<file path="config.mk">
export PLATFORM = sky130hd
export DESIGN_NAME = mul_issue_ctrl
export DESIGN_NICKNAME = d
export VERILOG_FILES = /design/src/rtl/mul_issue_ctrl_pkg.sv /design/src/rtl/mul_issue_ctrl.sv
export SDC_FILE = /design/constraint.sdc
export NUM_CORES = 1
export LEC_CHECK = 0
export CORE_AREA = 4 4 115 117
export CTS_CLUSTER_SIZE = 12
export DETAILED_ROUTE_END_ITERATION = 6
export DIE_AREA = 0 0 119 121
export PLACE_DENSITY = 0.94
export SLEW_MARGIN = 10
export SYNTH_ARGS = -nofsm -noshare
export SYNTH_HDL_FRONTEND = slang
export SYNTH_SLANG_ARGS = --single-unit
</file>
<file path="constraint.sdc">
create_clock -name clk -period 2.4 [get_ports clk]
set_input_delay 0.48 -clock clk [delete_from_list [all_inputs] [get_ports clk]]
set_output_delay 0.48 -clock clk [all_outputs]
set_load 0.02 [all_outputs]
</file>
<file path="src/rtl/mul_issue_ctrl_pkg.sv">
// Shared state encodings and handshake constants for the multiplier issue controller.
package mul_issue_ctrl_pkg;

  typedef enum logic [1:0] {
    MulCtlIdle  = 2'd0,
    MulCtlBusy  = 2'd1,
    MulCtlDone  = 2'd2,
    MulCtlAbort = 2'd3
  } mul_ctl_state_e;

  localparam logic        MulStart       = 1'b1;
  localparam logic        MulStop        = 1'b0;
  localparam logic        MulResultReady = 1'b1;
  localparam logic [31:0] ZeroWord       = 32'h0000_0000;

endpackage

</file>
<file path="src/rtl/mul_issue_ctrl.sv">
// EX-stage initiator for the multicycle multiplier: latches operands, stalls until
// the product arrives, writes HI/LO for one cycle, and annuls/drains on a flush.
module mul_issue_ctrl
  import mul_issue_ctrl_pkg::*;
#(
  parameter int DRAIN_CYCLES = 2
) (
  input  logic        clk,
  input  logic        rst,
  input  logic        ex_mul_req,
  input  logic        ex_signed,
  input  logic [31:0] ex_op1,
  input  logic [31:0] ex_op2,
  input  logic        flush,
  input  logic [63:0] mul_result,
  input  logic        mul_ready,
  output logic        mul_start,
  output logic        mul_annul,
  output logic        mul_signed,
  output logic [31:0] mul_op1,
  output logic [31:0] mul_op2,
  output logic        stall_req,
  output logic        hilo_we,
  output logic [31:0] hi_o,
  output logic [31:0] lo_o
);

  localparam int CW = (DRAIN_CYCLES > 1) ? $clog2(DRAIN_CYCLES) : 1;

  mul_ctl_state_e r_state;
  mul_ctl_state_e w_state_nxt;
  logic [CW-1:0]  r_drain;
  logic [31:0]    r_op1;
  logic [31:0]    r_op2;
  logic           r_signed;
  logic [31:0]    r_hi;
  logic [31:0]    r_lo;

  logic w_accept;
  logic w_ready;
  logic w_mul_start;
  logic w_mul_annul;
  logic w_stall_req;
  logic w_hilo_we;

  assign w_accept = (r_state == MulCtlIdle) & ex_mul_req & ~flush;
  assign w_ready  = (mul_ready == MulResultReady);

  // Next-state decode; flush outranks a same-cycle ready so a cancelled op never writes back.
  always_comb begin
    w_state_nxt = r_state;
    case (r_state)
      MulCtlIdle:  w_state_nxt = w_accept ? MulCtlBusy : MulCtlIdle;
      MulCtlBusy:  w_state_nxt = flush ? MulCtlAbort : (w_ready ? MulCtlDone : MulCtlBusy);
      MulCtlDone:  w_state_nxt = MulCtlIdle;
      MulCtlAbort: w_state_nxt = (r_drain == '0) ? MulCtlIdle : MulCtlAbort;
      default:     w_state_nxt = MulCtlIdle;
    endcase
  end

  // Output decode; the IDLE stall is gated by rst so reset forces every output low at once.
  always_comb begin
    w_mul_start = MulStop;
    w_mul_annul = 1'b0;
    w_stall_req = 1'b0;
    w_hilo_we   = 1'b0;
    case (r_state)
      MulCtlIdle: begin
        w_stall_req = rst & ex_mul_req & ~flush;
      end
      MulCtlBusy: begin
        w_mul_start = flush ? MulStop : MulStart;
        w_mul_annul = flush;
        w_stall_req = 1'b1;
      end
      MulCtlDone: begin
        w_hilo_we = ~flush;
      end
      MulCtlAbort: begin
        w_stall_req = 1'b0;
      end
      default: begin
        w_mul_start = MulStop;
      end
    endcase
  end

  // State, operand latch, product capture and drain counter.
  always_ff @(posedge clk or negedge rst) begin
    if (!rst) begin
      r_state  <= MulCtlIdle;
      r_drain  <= '0;
      r_op1    <= ZeroWord;
      r_op2    <= ZeroWord;
      r_signed <= 1'b0;
      r_hi     <= ZeroWord;
      r_lo     <= ZeroWord;
    end else begin
      r_state <= w_state_nxt;
      if (w_accept) begin
        r_op1    <= ex_op1;
        r_op2    <= ex_op2;
        r_signed <= ex_signed;
      end else begin
        r_op1    <= r_op1;
        r_op2    <= r_op2;
        r_signed <= r_signed;
      end
      case (r_state)
        MulCtlBusy: begin
          if (flush) begin
            r_drain <= CW'(DRAIN_CYCLES - 1);
          end else if (w_ready) begin
            r_hi <= mul_result[63:32];
            r_lo <= mul_result[31:0];
          end else begin
            r_drain <= r_drain;
          end
        end
        MulCtlAbort: begin
          if (r_drain != '0) begin
            r_drain <= r_drain - CW'(1);
          end else begin
            r_drain <= r_drain;
          end
        end
        default: begin
          r_drain <= r_drain;
        end
      endcase
    end
  end

  assign mul_start  = w_mul_start;
  assign mul_annul  = w_mul_annul;
  assign stall_req  = w_stall_req;
  assign hilo_we    = w_hilo_we;
  assign mul_signed = r_signed;
  assign mul_op1    = r_op1;
  assign mul_op2    = r_op2;
  assign hi_o       = r_hi;
  assign lo_o       = r_lo;

endmodule

</file>
==> qor.log <==
INFO  run_status     outcome=completed
INFO  routing        wl=14,550microns
INFO  cts            cts_inserted_buffers=17
INFO  cells_and_area sequential_area=0.003303sqmm
INFO  routing        drtPass1Iterations=4
INFO  logic_synthesis synth_area_leaders=sky130_fd_sc_hd__dfrtp_1, sky130_fd_sc_hd__mux2_4, sky130_fd_sc_hd__mux2_1
INFO  logic_synthesis synth_seq_area_share=63.57%
INFO  die            fp.coreArea=0.01236sqmm
INFO  logic_synthesis synthCells=293
INFO  logic_synthesis synth_cell_type_count=19
INFO  critical_path  cp-endpoint=hilo_we
INFO  logic_synthesis synth_fp_nets=427
INFO  critical_path  regToRegStartpoint=r_state[1]
INFO  cells_and_area final_net_count=716
INFO  placed_design  hpwlAfterDp=11,030microns
INFO  cells_and_area area.growth.synth_to_final=67.66%
INFO  global_route   gr-usage-all-layers=20.80%
INFO  timing         finClkSkew=0.003676ns
INFO  global_route   vias_in_the_first_global_route=4,251
INFO  cells_and_area mostFrequentLayoutCells=sky130_fd_sc_hd__clkdlybuf4s50_1, sky130_fd_sc_hd__dfrtp_1, sky130_fd_sc_hd__mux2_1
INFO  critical_path  cp-end-kind=primary output
INFO  timing         final_period_minus_worst_setup_slack=2.299ns
INFO  timing         achievable-frequency=435.0MHz
INFO  routing        via_per_inst=4.621
INFO  global_route   grt_overflow=0
INFO  global_route   wire_length_of_the_first_global_routing_pass=23,140microns
INFO  critical_path  timing.critical_path.fanout_max=7
INFO  cells_and_area antennaDiodeCount=0
INFO  logic_synthesis synth_top_area_share=63.57%
INFO  cts            clock_latency=0.41ns
INFO  timing         fin_crit_sh=95.80%
INFO  timing         timing_max_transition_violations_final=0
INFO  critical_path  reg2regPathDepth=3
INFO  placed_design  placed_area=0.008119sqmm
INFO  routing        wl_per_cell=18.96microns
INFO  cells_and_area area_occupied_by_multi_input_gates=0.001757sqmm
INFO  logic_synthesis post_synth.cell_area_avg=17.73squm
INFO  placed_design  port_buffers=266
INFO  placed_design  gpl.final_weighted_congestion=0.8161
INFO  die            chipWidth=119microns
INFO  logic_synthesis synthesis_warning_total=0
INFO  critical_path  worst-setup-path-type=reg -> out
INFO  timing         worst_slew_margin_rel=44.34%
INFO  run            max_cap_violations=0
INFO  cells_and_area post-route-cell-area=0.008712sqmm
INFO  critical_path  regToRegEndpoint=lo_o[0]
INFO  die            initial_core_util=42.03%
INFO  die            die_height=121microns
INFO  cts            cts_tree=built
INFO  cts            ctsRootBufferMaster=sky130_fd_sc_hd__clkbuf_16
INFO  logic_synthesis postSynthRegisterBits=132
INFO  timing         hold_ws=0.2328ns
INFO  cells_and_area layout.filler_cells=775
INFO  pwr            power.leakage=3.749nW
INFO  timing         finalHoldViolCount=0
INFO  pwr            powerDensity=1429mW/mm^2
INFO  logic_synthesis synth_top_area_cell=sky130_fd_sc_hd__dfrtp_1
INFO  critical_path  worst_path_required_time=1.92ns
INFO  global_route   grt_antenna_before_repair=0
INFO  timing         setup_viol_count_final=0
INFO  cts            clk_pin_slew=0.05ns
INFO  routing        first_iteration_detailed_routing_drc_count=163
INFO  routing        ant_nets=0
INFO  die            placementRows=41
INFO  die            design.portCount=267
INFO  die            die_area=0.01440sqmm
INFO  cells_and_area layout.cells.most_common=sky130_fd_sc_hd__clkdlybuf4s50_1
INFO  routing        post-route-drc-count=0
INFO  cts            post-cts-setup-buffers=0
INFO  cts            cts_max_level=4
INFO  routing        dr_total_vias=3,544
INFO  critical_path  worst_setup_path_startpoint=r_state[0]
INFO  global_route   maximum_number_of_pins_on_one_net_before_global_route_repair=69
INFO  logic_synthesis syn-cell-area=0.005196sqmm
INFO  cts            numClockSinks=132
INFO  critical_path  worstPathArrival=1.82ns
INFO  timing         worst_pin_slew=0.8349ns
INFO  cts            cts-root-to-sink-buffers=2
INFO  critical_path  r2r_slack=0.65ns
INFO  hold_path      min_path_type=in -> async
INFO  pwr            worst_ir_drop_vdd=0.8669mV
INFO  critical_path  start_kind=register
INFO  cts            cts-hold-fix-buffers=0
INFO  cells_and_area drive_above_1_share=21.51%
what timing repair did:
action,in CTS,in global routing
endpoints found under the setup margin,0,3
hold endpoints to repair,0,0
resized for setup,0,3
registers in the layout (all words and copies together) (netlist names):
| signal | count |
|---|---|
| hi_o | 32 |
| lo_o | 32 |
| mul_op1 | 32 |
| mul_op2 | 32 |
| r_state | 2 |
| mul_signed | 1 |
| r_drain | 1 |
synthesized netlist by cell type:
cell type                  number
sky130_fd_sc_hd__nor4b_2        1
sky130_fd_sc_hd__mux2_4        49
sky130_fd_sc_hd__a211oi_1       1
sky130_fd_sc_hd__nand3b_1       1
sky130_fd_sc_hd__nor3_1         2
sky130_fd_sc_hd__nor2b_1        1
sky130_fd_sc_hd__and4bb_1       1
sky130_fd_sc_hd__buf_2          2
sky130_fd_sc_hd__and3_1         1
sky130_fd_sc_hd__mux2_1        50
sky130_fd_sc_hd__nor2_1         2
sky130_fd_sc_hd__nand2b_1       2
sky130_fd_sc_hd__dfrtp_1      132
sky130_fd_sc_hd__inv_1          2
sky130_fd_sc_hd__a21boi_0       1
sky130_fd_sc_hd__buf_4          1
sky130_fd_sc_hd__mux2_2        30
sky130_fd_sc_hd__buf_6         11
sky130_fd_sc_hd__a21oi_1        3
cell type report:
cell class / instances / area share [%]
sequential: 132 / 37.91
timing repair buffer: 284 / 32.64
clock inverter: 10 / 1.508
inverter: 2 / 0.08617
tap: 172 / 2.470
clock buffer: 22 / 5.213
multi-input combinational: 145 / 20.16
worst min path at each step:
stage / end / slack (ns) / cells past startpoint
5_1_grt: hi_o[29] / 0.30 / 2
4_1_cts: lo_o[11] / 0.26 / 2
3_5_place_dp: mul_op2[10] / 0.48 / 1
3_3_place_gp: mul_op2[2] / 0.47 / 1
2_1_floorplan: hi_o[0] / 0.18 / 0
6_report: hi_o[29] / 0.23 / 2
layer usage:
| metal | wire [microns] | global-route usage [%] | up-vias |
|---|---|---|---|
| li1 | - | - | 1613 |
| met1 | 5603 | 22.68 | 1721 |
| met2 | 7434 | 36.74 | 187 |
| met3 | 1215 | 7.879 | 23 |
| met4 | 291 | 7.893 | 0 |
| met5 | 0 | 0 | - |
per-stage QoR:
stage                     std cells  worst slack (ns)  setup TNS, ns  utilization (%)  total power [mW]
final                           767            0.1009              0            70.47             12.45
after floorplan                 293            0.8421              0                -             6.841
after detailed placement        735           0.03319              0            65.67             9.935
after global routing            767         -0.003263      -0.003263            70.47             13.04
after global placement          735           0.04241              0            65.67             9.709
after CTS                       767           0.01831              0            70.41             12.58
where the power goes:
group / internal, mW / switching, mW / total [mW]
clock network: 1.65 / 0.913 / 2.57
registers: 3.37 / 0.699 / 4.07
logic: 3.22 / 2.60 / 5.82
worst max-delay path: stages (launching register included):
cell and delay (ns):
sky130_fd_sc_hd__dfrtp_1 0.46, sky130_fd_sc_hd__inv_1 0.16, sky130_fd_sc_hd__and3_1 0.18, sky130_fd_sc_hd__clkdlybuf4s50_1 0.61
kinds of logic (layout without fill, tap and decap cells):
logic type,Yosys count,in the layout,synth area share [%]
AOI/OAI and AO/OA,5,5,0.5779
buffers and inverters,16,318,2.866
DFF,132,132,63.57
muxes,129,129,31.50
and+or+nand+nor,11,11,1.493
Power figures use the tool's default switching activity.
